### src/rtl/sseg_pkg.sv
// Shared constants for the seven-segment link receiver: default frame width,
// receiver FSM state encoding and the digit blank code used by the decoder.
package sseg_pkg;

  localparam int SSEG_FRAME_BITS = 64;

  localparam logic [3:0] SSEG_DIGIT_BLANK = 4'hf;

  typedef enum logic [1:0] {
    ST_IDLE  = 2'd0,
    ST_SHIFT = 2'd1,
    ST_CHECK = 2'd2
  } sseg_state_e;

endpackage

### src/rtl/sseg_rx_sync_edge.sv
// Multi-flop synchronizer with registered rise/fall strobes. The level output
// is the edge-detect register, so it lines up with the strobes cycle for cycle.
module sync_edge #(
  parameter int   SYNC_STAGES = 2,
  parameter logic RST_VAL     = 1'b0
) (
  input  logic clk,
  input  logic rst,
  input  logic din_i,
  output logic lvl_o,
  output logic rise_o,
  output logic fall_o
);

  logic [SYNC_STAGES-1:0] sync_q, sync_d;
  logic                   prev_q, prev_d;
  logic                   rise_q, rise_d;
  logic                   fall_q, fall_d;

  always_comb begin
    sync_d = {sync_q[SYNC_STAGES-2:0], din_i};
    prev_d = sync_q[SYNC_STAGES-1];
    rise_d = sync_q[SYNC_STAGES-1] & ~prev_q;
    fall_d = ~sync_q[SYNC_STAGES-1] & prev_q;
  end

  always_ff @(posedge clk or negedge rst) begin
    if (!rst) begin
      sync_q <= {SYNC_STAGES{RST_VAL}};
      prev_q <= RST_VAL;
      rise_q <= 1'b0;
      fall_q <= 1'b0;
    end else begin
      sync_q <= sync_d;
      prev_q <= prev_d;
      rise_q <= rise_d;
      fall_q <= fall_d;
    end
  end

  assign lvl_o  = prev_q;
  assign rise_o = rise_q;
  assign fall_o = fall_q;

endmodule

### src/rtl/sseg_rx.sv
// Seven-segment link receiver: rebuilds the serial frame and flags bad lengths.
// Define SSEG_RX_FRAME_CNT_EN to add the good/error frame counters.
module sseg_rx
  import sseg_pkg::*;
#(
  parameter int FRAME_BITS  = SSEG_FRAME_BITS,
  parameter int SYNC_STAGES = 2,
  parameter int CNT_W       = 7
) (
  input  logic                  clk,
  input  logic                  rst,
  input  logic                  sclk_i,
  input  logic                  load_i,
  input  logic                  sdi,
  output logic [FRAME_BITS-1:0] seg_o,
  output logic                  frame_vld,
  output logic                  frame_err,
  output logic                  busy
`ifdef SSEG_RX_FRAME_CNT_EN
  ,
  output logic [15:0]           good_cnt,
  output logic [7:0]            err_cnt
`endif
);

  localparam logic [CNT_W-1:0] FULL_CNT = CNT_W'(FRAME_BITS);
  localparam logic [CNT_W-1:0] CNT_MAX  = {CNT_W{1'b1}};

  logic sclk_lvl, sclk_re, sclk_fe;
  logic load_lvl, load_re, load_fe;
  logic sdi_s, sdi_re, sdi_fe;
  logic unused_sync;

  sync_edge #(.SYNC_STAGES(SYNC_STAGES), .RST_VAL(1'b0)) u_sync_sclk (
    .clk(clk), .rst(rst), .din_i(sclk_i),
    .lvl_o(sclk_lvl), .rise_o(sclk_re), .fall_o(sclk_fe)
  );

  // Link idles high, so the load chain resets to 1 to avoid a false fall.
  sync_edge #(.SYNC_STAGES(SYNC_STAGES), .RST_VAL(1'b1)) u_sync_load (
    .clk(clk), .rst(rst), .din_i(load_i),
    .lvl_o(load_lvl), .rise_o(load_re), .fall_o(load_fe)
  );

  sync_edge #(.SYNC_STAGES(SYNC_STAGES), .RST_VAL(1'b0)) u_sync_sdi (
    .clk(clk), .rst(rst), .din_i(sdi),
    .lvl_o(sdi_s), .rise_o(sdi_re), .fall_o(sdi_fe)
  );

  assign unused_sync = ^{sclk_lvl, sclk_fe, load_lvl, sdi_re, sdi_fe};

  sseg_state_e             state_q, state_d;
  logic [FRAME_BITS-1:0]   shreg_q, shreg_d;
  logic [FRAME_BITS-1:0]   seg_q, seg_d;
  logic [CNT_W-1:0]        cnt_q, cnt_d;
  logic                    vld_q, vld_d;
  logic                    err_q, err_d;

  always_ff @(posedge clk or negedge rst) begin
    if (!rst) begin
      state_q <= ST_IDLE;
    end else begin
      state_q <= state_d;
    end
  end

  always_comb begin
    state_d = state_q;
    case (state_q)
      ST_IDLE:  if (load_fe) state_d = ST_SHIFT;
      ST_SHIFT: if (load_re) state_d = ST_CHECK;
      default:  state_d = ST_IDLE;
    endcase
  end

  // A coincident sclk_re and load_re in SHIFT still shifts the final bit.
  always_comb begin
    shreg_d = shreg_q;
    seg_d   = seg_q;
    cnt_d   = cnt_q;
    vld_d   = 1'b0;
    err_d   = 1'b0;
    case (state_q)
      ST_IDLE: begin
        if (load_fe) cnt_d = '0;
      end
      ST_SHIFT: begin
        if (sclk_re) begin
          shreg_d = {shreg_q[FRAME_BITS-2:0], sdi_s};
          if (cnt_q != CNT_MAX) cnt_d = cnt_q + CNT_W'(1);
        end
      end
      ST_CHECK: begin
        cnt_d = '0;
        if (cnt_q == FULL_CNT) begin
          seg_d = shreg_q;
          vld_d = 1'b1;
        end else begin
          err_d = 1'b1;
        end
      end
      default: cnt_d = '0;
    endcase
  end

  always_ff @(posedge clk or negedge rst) begin
    if (!rst) begin
      shreg_q <= '0;
      seg_q   <= '0;
      cnt_q   <= '0;
      vld_q   <= 1'b0;
      err_q   <= 1'b0;
    end else begin
      shreg_q <= shreg_d;
      seg_q   <= seg_d;
      cnt_q   <= cnt_d;
      vld_q   <= vld_d;
      err_q   <= err_d;
    end
  end

  always_comb begin
    busy      = (state_q == ST_SHIFT);
    seg_o     = seg_q;
    frame_vld = vld_q;
    frame_err = err_q;
  end

`ifdef SSEG_RX_FRAME_CNT_EN
  logic [15:0] good_cnt_q, good_cnt_d;
  logic [7:0]  err_cnt_q, err_cnt_d;

  // Good count wraps; error count sticks at its maximum.
  always_comb begin
    good_cnt_d = good_cnt_q;
    err_cnt_d  = err_cnt_q;
    if (vld_d) good_cnt_d = good_cnt_q + 16'd1;
    if (err_d && (err_cnt_q != 8'hff)) err_cnt_d = err_cnt_q + 8'd1;
  end

  always_ff @(posedge clk or negedge rst) begin
    if (!rst) begin
      good_cnt_q <= '0;
      err_cnt_q  <= '0;
    end else begin
      good_cnt_q <= good_cnt_d;
      err_cnt_q  <= err_cnt_d;
    end
  end

  assign good_cnt = good_cnt_q;
  assign err_cnt  = err_cnt_q;
`endif

endmodule

### config.mk
export PLATFORM = sky130hd
export DESIGN_NAME = sseg_rx
export DESIGN_NICKNAME = d
export VERILOG_FILES = /design/src/rtl/sseg_pkg.sv /design/src/rtl/sseg_rx_sync_edge.sv /design/src/rtl/sseg_rx.sv
export SDC_FILE = /design/constraint.sdc
export NUM_CORES = 1
export LEC_CHECK = 0
export CAP_MARGIN = 20
export CORE_ASPECT_RATIO = 0.6
export CORE_MARGIN = 1.5
export CORE_UTILIZATION = 40
export DETAILED_ROUTE_END_ITERATION = 8
export GPL_ROUTABILITY_DRIVEN = 0
export PLACE_DENSITY = 0.72
export SYNTH_ARGS = -nofsm -noshare
export SYNTH_HDL_FRONTEND = slang
export SYNTH_SLANG_ARGS = --single-unit
### constraint.sdc
create_clock -name clk -period 4.25 [get_ports clk]
set_input_delay 0.85 -clock clk [delete_from_list [all_inputs] [get_ports clk]]
set_output_delay 0.85 -clock clk [all_outputs]
set_load 0.01 [all_outputs]
==> summary.md, run 1 <==
| Metric | Value |
|---|---|
| YS warnings | 0 |
| Via density | around 5 |
| Final nets | between 400 and 500 |
| Initial antenna violation count | 0 |
| Endpoints failing hold | 0 |
| Worst min path class | flip-flop to flip-flop |
| Worst Setup EP | busy |
| Clock power share | a little under half |
| Crit-path max cell delay | approximately 0.56 ns |
| Met3 usage | under 10% |
| Synth Flop Type | dfrtp_1 |
| Crit Reg-Reg Endpoint | shreg_q[38] |
| Cell count after synthesis | around 350 |
| Worst-path cell chain | nand2b_1 > inv_1 > clkdlybuf4s50_1 |
| Core area | between 10000 and 15000 um2 |
| Fmax | ~360 MHz |
| Slowest cell on crit path | clkdlybuf4s50_1 |
| Avg Cell Area, Syn | 16.9 um2 |
| Antenna-violating nets left | 0 |
| Internal Power | about 2500 uW |
| CTS sink count | ~150 |
| Max-slew violation count | 0 |
| Worst Skew | 0.0110 ns |
| DRC | 0 |
| Multi-input logic area | around 1900 um2 |
| Post-synth net total | 352 |
| # IOs | between 70 and 80 |
| Via count | between 3000 and 4000 |
| CP Launch Point | state_q[1] |
| Met1 Track Usage GR | between 20% and 30% |
| Diodes inserted | 0 |
| Peak VDD IR | between 0.2 and 0.3 mV |
| Worst-margin pin slew | between 0.9 and 1 ns |
| Post-synth EDFFs | 0 |
| Number of DRC markers in iteration 0 | a little under 200 |
| Switching share of power | a little over a fifth |
| Row count | 33 |
| # resized after CTS | 0 |
| Sequential Power Share | 47.2% |
| Clock-pin slew of the registers on the worst-case setup and hold paths | approximately 0.060 ns |
| Most used routing layer | met1 |
| Register Area | 3780 um2 |
| Worst-case reg-to-reg path depth | 5 |
| First-pass GRT wire length | approximately 17 mm |
| Comb power frac | approximately 4.8% |
| Crit path DAT | approximately 1.9 ns |
| Die W | around 160 um |
| Worst Path Max Fanout | 10 |
| Post-Route WL | 10.6 mm |
| # setup viols final | 0 |
| Power per cell area | about 440 nW/um2 |
| Remaining global-route overflow | 0 |
| Seq cells post-synth | approximately 150 |
| Setup crit end kind | primary output |
| Hold buffer count at CTS | 0 |
| Worst Path Buf+Inv | 2 |
| Worst skew pair latency | slightly above 0.4 ns |
| CTS buffer count | 17 |
| Max Cap Viol | 0 |
| Detailed placement HPWL | around 6.8 mm |
| Post-synthesis async set-or-reset flop share | 100% |
| Final Util | 52.5% |
| Critical Path RT | roughly 3.4 ns |
| Startpoint types | flip-flop |
| Buffers added on ports | 71 |
| Clk root buf | clkbuf_16 |
| Setup Fix Bufs, Post-CTS | 0 |
| P_leak | about 0.0037 uW |
| CTS Buffer Depth | 2 |
| Total GRT Usage | about 15% |
| Filler cell count | about 1100 |
| H-tree depth | 4 |
| Routed length per instance | between 15 and 20 um |
| Delay-heaviest family, CP | buffers and inverters |
| Outcome | finished clean |
| Vias in the first global route | approximately 3100 |
| Share of layout cells above drive strength 1 | 38.7% |
| Number of library cell types mapped by synthesis | 29 |
| Unrepaired setup endpoints after global routing | false |
| Die height | slightly below 100 um |
| Largest net degree at the start of global routing | ~110 |
| Switching power | ~700 uW |
| Setup TNS | 0 ns |
| Final Critical Period | between 2 and 3 ns |
| Starting Density | a little over two fifths |
| CTS tree | yes |
| Full die area | approximately 15000 um2 |
| Tcrit/Tclk final | between 60 and 70% |
| First drt pass iteration count | 4 |
| Critical path type | flip-flop to primary output |
| Area growth from synthesis to layout | 25.7% |
| GR Util met2 | 20.8% |
| Slew HR | about a third |
| Cell Area, Synth | 5830 um2 |
| Worst path depth | 3 |
| Sequential area share after synthesis | about 65% |
| Worst r2r src | state_q[1] |
| Reg2Reg Setup Slack | between 1.5 and 2 ns |
## metrics by stage
step                hold WS, ns  setup slack [ns]  area (um2)  instances  total power (uW)
floorplan                 0.331              2.47        5830        345              1640
global placement          0.334              1.83        6710        598              1700
detailed placement        0.338              1.74        6710        598              1710
CTS                       0.351              1.50        7330        629              3280
global route              0.355              1.40        7330        629              3380
finish                    0.348              1.51        7330        629              3250
## synth_stat cells (all sizes together) (2+ instances only)
master	n	area share (%)
a21o	3	0.39
mux2	128	28
nor2b	4	0.43
dfrtp	148	64
o21ai	2	0.17
nand4	3	0.32
a21oi	6	0.51
and2	2	0.21
a211oi	2	0.26
nor3	3	0.26
inv	4	0.26
nand2b	3	0.32
ha	2	0.43
nor2	4	0.26
dfstp	3	1.4
buf	14	1.8
nand2	4	0.26
## flip-flops by register name, summed over array words and instances, names as in the netlist
name / flops
u_sync_sdi.lvl_o: 1
frame_vld: 1
shreg_q: 64
u_sync_sclk.lvl_o: 1
frame_err: 1
u_sync_sdi.sync_q: 2
u_sync_load.fall_o: 1
cnt_q: 7
u_sync_load.lvl_o: 1
seg_o: 64
state_q: 2
u_sync_sclk.sync_q: 2
u_sync_sclk.rise_o: 1
u_sync_load.rise_o: 1
u_sync_load.sync_q: 2
## power groups by stage
| stage | Combinational (uW) | Clock (uW) | Sequential (uW) |
|---|---|---|---|
| 3_5_place_dp | 157 | 0 | 1560 |
| 4_1_cts | 159 | 1590 | 1530 |
| 5_1_grt | 173 | 1660 | 1540 |
| 2_1_floorplan | 99.7 | 0 | 1540 |
| 6_report | 155 | 1560 | 1530 |
| 3_3_place_gp | 150 | 0 | 1550 |
## worst min-delay path by stage
stage                           from               endpoint  slack [ns]  depth (start not counted)
6_report        u_sync_sdi.sync_q[1]       u_sync_sdi.lvl_o        0.35                          0
5_1_grt         u_sync_sdi.sync_q[1]       u_sync_sdi.lvl_o        0.35                          0
3_5_place_dp   u_sync_sclk.sync_q[0]  u_sync_sclk.sync_q[1]        0.34                          0
3_3_place_gp   u_sync_sclk.sync_q[0]  u_sync_sclk.sync_q[1]        0.33                          0
2_1_floorplan  u_sync_sclk.sync_q[0]  u_sync_sclk.sync_q[1]        0.33                          0
4_1_cts        u_sync_sclk.sync_q[0]  u_sync_sclk.sync_q[1]        0.35                          0
## worst register-to-register path, stage by stage, from the launching register on
cell	delay (ns)
dfrtp_1	0.51
nand2b_1	0.26
inv_1	0.13
nand2_2	0.56
buf_4	0.53
mux2_2	0.40
## final cells by class
type                       count  share of cell area (%)
clock buffer                  18                    5.99
clock inverter                13                    2.46
inverter                       4                   0.205
multi-input combinational    176                    26.4
sequential                   151                    51.6
tap                          192                    3.28
timing repair buffer          75                    10.1
## routing by layer
layer | vias up | part of all wire (%)
met2 | 94 | 41
li1 | 1394 | -
met5 | - | 0
met3 | 13 | 5.1
met1 | 1555 | 53
met4 | 0 | 0.92
## cell families after synthesis
group / Yosys count / synth area share, %
and+or+nand+nor: 29 / 2.81
muxes: 128 / 27.9
adders and majority gates: 2 / 0.429
AOI/OAI and AO/OA: 17 / 1.93
DFF: 151 / 64.9
buffers and inverters: 18 / 2.10
## cells in the final DEF (no fill, tap or decap), types with 3 or more instances in the layout
cell type and count:
a21o_1 3, a21oi_1 6, buf_4 4, bufinv_16 4, clkbuf_16 17, clkdlybuf4s50_1 70
clkinv_2 4, clkinvlp_4 3, dfrtp_1 148, dfstp_2 3, inv_1 4, mux2_2 79
mux2_4 49, nand2_1 3, nand2b_1 3, nand4_1 3, nor2_1 4, nor2b_1 4
nor3_1 3
Power figures use the tool's default switching activity.
==> inputs of run 2 (changes only) <==
==> constraint.sdc (replaced) <==
create_clock -name clk -period 2.6 [get_ports clk]
set_input_delay 0.52 -clock clk [delete_from_list [all_inputs] [get_ports clk]]
set_output_delay 0.52 -clock clk [all_outputs]
set_load 0.01 [all_outputs]
==> run 2 against run 1 <==
  * Utilization increased by 0.25 points
  * Register-to-register slack got worse by 1.3 ns
  * Combinational power increased by 66%
  * Final cell count increased by 0.32%
  * Clock-buffer cell count increased by 4
  * Critical path depth unchanged
  * Design area increased by 0.48%
  * First-iteration DRC count decreased by 41%
==> summary.md, run 2 (same netlist as run 1, synthesis figures left out) <==
| Metric | Value |
|---|---|
| Outcome | finished clean |
| Setup TNS | 0 ns (unchanged) |
| Max-slew violation count | 0 (unchanged) |
| Worst min path class | primary input to asynchronous set/reset pin |
| Fin Hold WS | 0.0367 ns (-0.312 ns) |
| Remaining global-route overflow | 0 (unchanged) |
| Commonest non-fill, non-tap cell in the layout | dfrtp_1 |
| Clock-pin slew of the registers on the worst-case setup and hold paths | 0.06 ns (about the same) |
| Critical path type | flip-flop to primary output |
| First drt pass iteration count | 6 (+2) |
| P_leak | 0.00372 uW (+0.44%) |
| Full die area | 15300 um2 (unchanged) |
| Clock power share | 47.8% (-0.2 points) |
| Unrepaired setup endpoints after global routing | false |
| CTS buffer count | 17 (unchanged) |
| Vias in the first global route | 3129 (+0.13%) |
| Die W | 159 um (unchanged) |
| Routed wl met2 | 4.10 mm (-5.3%) |
| CTS tree | yes |
| Commonest non-fill, non-tap cells in the layout | dfrtp_1, mux2_2, clkdlybuf4s50_1 |
| Worst-margin pin slew | 0.556 ns (-0.431 ns) |
| Area growth from synthesis to layout | 26.3% |
| Starting Density | 41.8% (unchanged) |
| Total GRT Usage | 13.7% (-1.2 points) |
| Cell area after layout | 7370 um2 (+0.48%) |
| DRC | 0 (unchanged) |
| CTS Buffer Depth | 2 (unchanged) |
| Routed length per instance | 15.4 um (-8.3%) |
| Endpoints failing hold | 0 (unchanged) |
| Startpoint types | flip-flop |
| # setup viols final | 0 (unchanged) |
| Critical Path RT | 2.08 ns (-1.32 ns) |
| Antenna-violating nets left | 0 (unchanged) |
| Detailed placement HPWL | 6.24 mm (-7.7%) |
| Post-Route WL | 9.71 mm (-8.0%) |
| Row count | 33 (unchanged) |
| Number of DRC markers in iteration 0 | 117 (-41%) |
| Core area | 14000 um2 (unchanged) |
| Switching power | 1140 uW (+64%) |
| Crit path DAT | 1.88 ns (about the same) |
| Slew HR | 62.9% (+29 points) |
| M1 wire length | 4.97 mm (-11%) |
| Die height | 96.5 um (unchanged) |
| Initial antenna violation count | 0 (unchanged) |
| Final Critical Period | ~2.4 ns |
| Fmax | about 420 MHz |
| Via count | 3029 (-0.88%) |
| First-pass GRT wire length | 16.3 mm (-6.7%) |
| Buffers added on ports | 71 (unchanged) |
| Power per cell area | 718 nW/um2 (+62%) |
| Worst skew pair latency | 0.40 ns (about the same) |
| Share of layout cells above drive strength 1 | 38.5% (-0.18 points) |
| Hold buffer count at CTS | 0 (unchanged) |
| Non-filler cells, final | 631 (+0.32%) |
| Worst Skew | 0.00777 ns (-0.00323 ns) |
| Diodes inserted | 0 (unchanged) |
| Via density | 4.80 (-1.2%) |
| # IOs | 72 (unchanged) |
| Setup Fix Bufs, Post-CTS | 0 (unchanged) |
| Dpl cells | 600 (+0.33%) |
| # resized after CTS | 0 (unchanged) |
| Internal Power | 4140 uW (+63%) |
| Tcrit/Tclk final | just over 90% |
| Top layer used by detailed routing | met4 |
| Max Cap Viol | 0 (unchanged) |
| H-tree depth | 4 (unchanged) |
| Final nets | 434 (+0.46%) |
| Worst Path Max Fanout | 10 (unchanged) |
| Comb power frac | 4.9% (about the same) |
| Switching share of power | 21.7% (+0.13 points) |
| Setup crit end kind | primary output |
| Placed Area | 6750 um2 (+0.60%) |
| Sequential Power Share | 47.4% (+0.2 points) |
| Met3 routed WL | 528 um (-1.1%) |
| Peak VDD IR | 0.439 mV (+51%) |
| CTS sink count | 151 (unchanged) |
| PnR Total Power | 5290 uW (+63%) |
| Clk root buf | clkbuf_16 |
| Largest net degree at the start of global routing | 52 (-52%) |
run 2: cell count changes in the layout (fill, tap and decap cells not counted), moves of 2 or more:
cell / previous run / this run
buf_12: 0 / 2
clkbuf_8: 1 / 3
clkbuf_1: 0 / 2
inv_6: 0 / 3
clkinv_2: 4 / 0
run 2: area by class of cell:
| class | count | area [um2] |
|---|---|---|
| fill | 1186 | 6590 |
| sequential | 151 | 3780 |
| multi-input combinational | 176 | 1930 |
| timing repair buffer | 77 | 782 |
| clock buffer | 22 | 474 |
| tap | 192 | 240 |
| clock inverter | 9 | 140 |
| inverter | 4 | 15.0 |
run 2: worst paths after layout:
| path | from | cells past startpoint | end | slack [ns] |
|---|---|---|---|---|
| max | state_q[1] | 3 | busy | 0.20 |
| min in group clk | u_sync_sclk.sync_q[0] | 0 | u_sync_sclk.sync_q[1] | 0.35 |
| min | rst | 1 | shreg_q[58] | 0.04 |
| min reg2reg | u_sync_sclk.sync_q[0] | 0 | u_sync_sclk.sync_q[1] | 0.35 |
| max in group asynchronous | rst | 2 | seg_o[5] | 1.83 |
| max reg2reg | cnt_q[0] | 6 | seg_o[38] | 0.46 |
run 2: metrics by stage:
stage                     util, %  setup WS, ns
after floorplan                 -         0.823
after CTS                    52.8         0.187
after global routing         52.8         0.118
after detailed placement     48.4         0.473
after global placement       48.4         0.541
final                        52.8         0.204
run 2: power groups by stage:
| stage | Clock (uW) | Combinational (uW) | Sequential [uW] |
|---|---|---|---|
| after floorplan | 0 | 163 | 2520 |
| after global placement | 0 | 254 | 2540 |
| after detailed placement | 0 | 263 | 2540 |
| after CTS | 2590 | 265 | 2500 |
| after global routing | 2690 | 293 | 2510 |
| final | 2530 | 257 | 2500 |
run 2: worst max-delay path, stage by stage, from the launching register on:
cell and delay (ns):
dfrtp_1 0.48, nand2b_1 0.27, inv_1 0.16, clkdlybuf4s50_1 0.57
run 2: per-layer routing:
layer | vias up | GRT usage, %
met1 | 1549 | 18.9
met5 | - | 0
met3 | 13 | 4.35
li1 | 1396 | -
met2 | 71 | 20.3
met4 | 0 | 5.11
==> inputs of run 3 (changes only) <==
--- a/config.mk
+++ b/config.mk
@@ -11,7 +11,7 @@
 export CORE_UTILIZATION = 40
 export DETAILED_ROUTE_END_ITERATION = 8
 export GPL_ROUTABILITY_DRIVEN = 0
-export PLACE_DENSITY = 0.72
+export PLACE_DENSITY = 0.57
 export SYNTH_ARGS = -nofsm -noshare
 export SYNTH_HDL_FRONTEND = slang
 export SYNTH_SLANG_ARGS = --single-unit
==> constraint.sdc (replaced) <==
create_clock -name clk -period 2.6 [get_ports clk]
set_input_delay 0.39 -clock clk [delete_from_list [all_inputs] [get_ports clk]]
set_output_delay 0.39 -clock clk [all_outputs]
set_load 0.01 [all_outputs]
==> run 3 against run 2 <==
  * Clock power up 2%
  * Worst setup slack better by 0.14 ns
  * Sequential power about the same
==> summary.md, run 3 (same netlist as run 1, synthesis figures left out) <==
| Metric | Value |
|---|---|
| DRC | 0 (unchanged) |
| Starting Density | 41.8% (unchanged) |
| Final Critical Period | 2.25 ns (-0.141 ns) |
| Crit path DAT | 1.86 ns (-0.02 ns) |
| CTS tree | yes |
| Worst min path class | flip-flop to flip-flop |
| Initial antenna violation count | 0 (unchanged) |
| Setup crit end kind | primary output |
| Antenna-violating nets left | 0 (unchanged) |
| Fmax | 443 MHz (+6.3%) |
| Detailed placement HPWL | 6.29 mm (+0.87%) |
| Diodes inserted | 0 (unchanged) |
| # IOs | 72 (unchanged) |
| Share of layout cells above drive strength 1 | 39.0% (+0.51 points) |
| Unrepaired setup endpoints after global routing | false |
| Clock-pin slew of the registers on the worst-case setup and hold paths | 0.06 ns (about the same) |
| Core area | 14000 um2 (unchanged) |
| Max Cap Viol | 0 (unchanged) |
| Critical path type | flip-flop to primary output |
| PnR Total Power | 5330 uW (+0.79%) |
| Peak VDD IR | 0.344 mV (-22%) |
| CP Launch Point | state_q[1] |
| Worst r2r src | cnt_q[0] |
| Worst Skew | 0.0109 ns (+0.00315 ns) |
| Power per cell area | 721 nW/um2 (+0.40%) |
| Worst Setup EP | busy |
| Die height | 96.5 um (unchanged) |
| Outcome | finished clean |
| Critical Path RT | 2.21 ns (+0.13 ns) |
| First-pass GRT wire length | 16.8 mm (+3.0%) |
| CTS Buffer Depth | 2 (unchanged) |
| Total GRT Usage | 14.3% (+0.66 points) |
| Worst hold path depth | 0 |
| Worst-case reg-to-reg path depth | 6 (unchanged) |
| Die W | 159 um (unchanged) |
| Via density | 4.80 (about the same) |
| Endpoints failing hold | 0 (unchanged) |
| Post-Route WL | 9.95 mm (+2.5%) |
| CTS buffer count | 17 (unchanged) |
| Startpoint types | flip-flop |
| Remaining global-route overflow | 0 (unchanged) |
| Row count | 33 (unchanged) |
| Reg2Reg Setup Slack | 0.58 ns (+0.12 ns) |
| Vias in the first global route | 3161 (+1.0%) |
| # resized after CTS | 0 (unchanged) |
| Number of DRC markers in iteration 0 | 122 (+4.3%) |
| Slew HR | 61.0% (-2.0 points) |
| Tcrit/Tclk final | 86.7% (-5.4 points) |
| Buffers added on ports | 71 (unchanged) |
| Filler cell count | 1179 (-0.59%) |
| Commonest non-fill, non-tap cells in the layout | dfrtp_1, mux2_2, clkdlybuf4s50_1 |
| Max-slew violation count | 0 (unchanged) |
| Final nets | 435 (+0.23%) |
| P_leak | 0.00373 uW (+0.52%) |
| Worst-margin pin slew | 0.586 ns (+0.0297 ns) |
| First drt pass iteration count | 5 (-1) |
| Crit Reg-Reg Endpoint | seg_o[14] |
| CTS sink count | 151 (unchanged) |
| # setup viols final | 0 (unchanged) |
| Largest net degree at the start of global routing | 63 (+21%) |
| Setup TNS | 0 ns (unchanged) |
| Routed length per instance | 15.7 um (+2.2%) |
| Commonest non-fill, non-tap cell in the layout | dfrtp_1 |
| H-tree depth | 4 (unchanged) |
| Via count | 3039 (+0.33%) |
| Area growth from synthesis to layout | 26.8% |
| Clk root buf | clkbuf_16 |
| Worst skew pair latency | 0.41 ns (about the same) |
| Worst Path Max Fanout | 10 (unchanged) |
| Full die area | 15300 um2 (unchanged) |
## run 3: changes by cell type in the layout (fill, tap and decap cells not counted), sizes merged
cell         delta
clkinv          +4
dlygate4sd3     +1
clkinvlp        -1
clkbuf          -2
## run 3: worst min path at each step
stage / startpoint / to / slack [ns]
detailed placement: u_sync_sdi.sync_q[1] / u_sync_sdi.lvl_o / 0.34
global route: u_sync_sclk.sync_q[0] / u_sync_sclk.sync_q[1] / 0.36
floorplan: rst / cnt_q[0] / 0.09
finish: u_sync_sdi.sync_q[1] / u_sync_sdi.lvl_o / 0.35
CTS: u_sync_sdi.sync_q[1] / u_sync_sdi.lvl_o / 0.35
global placement: u_sync_sclk.sync_q[0] / u_sync_sclk.sync_q[1] / 0.33
## run 3: layout make-up
| type | count | area, um2 | area share [%] |
|---|---|---|---|
| repair buffers | 78 | 792 | 10.7 |
| well taps | 192 | 240 | 3.25 |
| flip-flops and latches | 151 | 3780 | 51.2 |
| clock inverters | 12 | 166 | 2.25 |
| clock buffers | 20 | 467 | 6.31 |
| inverters | 4 | 15.0 | 0.203 |
| multi-input cells | 176 | 1930 | 26.1 |
## run 3: through the flow
stage	util [%]	hold slack [ns]	instances	worst slack [ns]	area (um2)
after detailed placement	48.4	0.340	600	0.596	6750
after global placement	48.4	0.333	600	0.628	6750
after CTS	53.0	0.354	633	0.326	7390
final	53.0	0.351	633	0.345	7390
after floorplan	-	0.0944	345	0.823	5830
after global routing	53.0	0.357	633	0.261	7390
## run 3: where the power goes
part	switching [uW]	internal, uW	leakage [uW]
registers	75.4	2430	0.00207
clock network	963	1600	0.000309
logic	139	117	0.00135
## run 3: worst max-delay path, stage by stage (launching register included)
cell             delay, ns
dfrtp_1               0.50
nand2b_1              0.26
inv_1                 0.14
clkdlybuf4s50_1       0.55
## run 3: repair_timing
item                      4_1_cts  5_1_grt
buffers inserted                0        0
hold endpoints to repair       59        0
hold buffers                    1        0
## run 3: routing by layer
| layer | up-vias | wire [um] | track usage (%) |
|---|---|---|---|
| met5 | - | 0 | 0 |
| met4 | 0 | 140 | 6.60 |
| met3 | 10 | 391 | 4.14 |
| met2 | 59 | 3960 | 19.0 |
| met1 | 1568 | 5460 | 21.3 |
| li1 | 1402 | - | - |
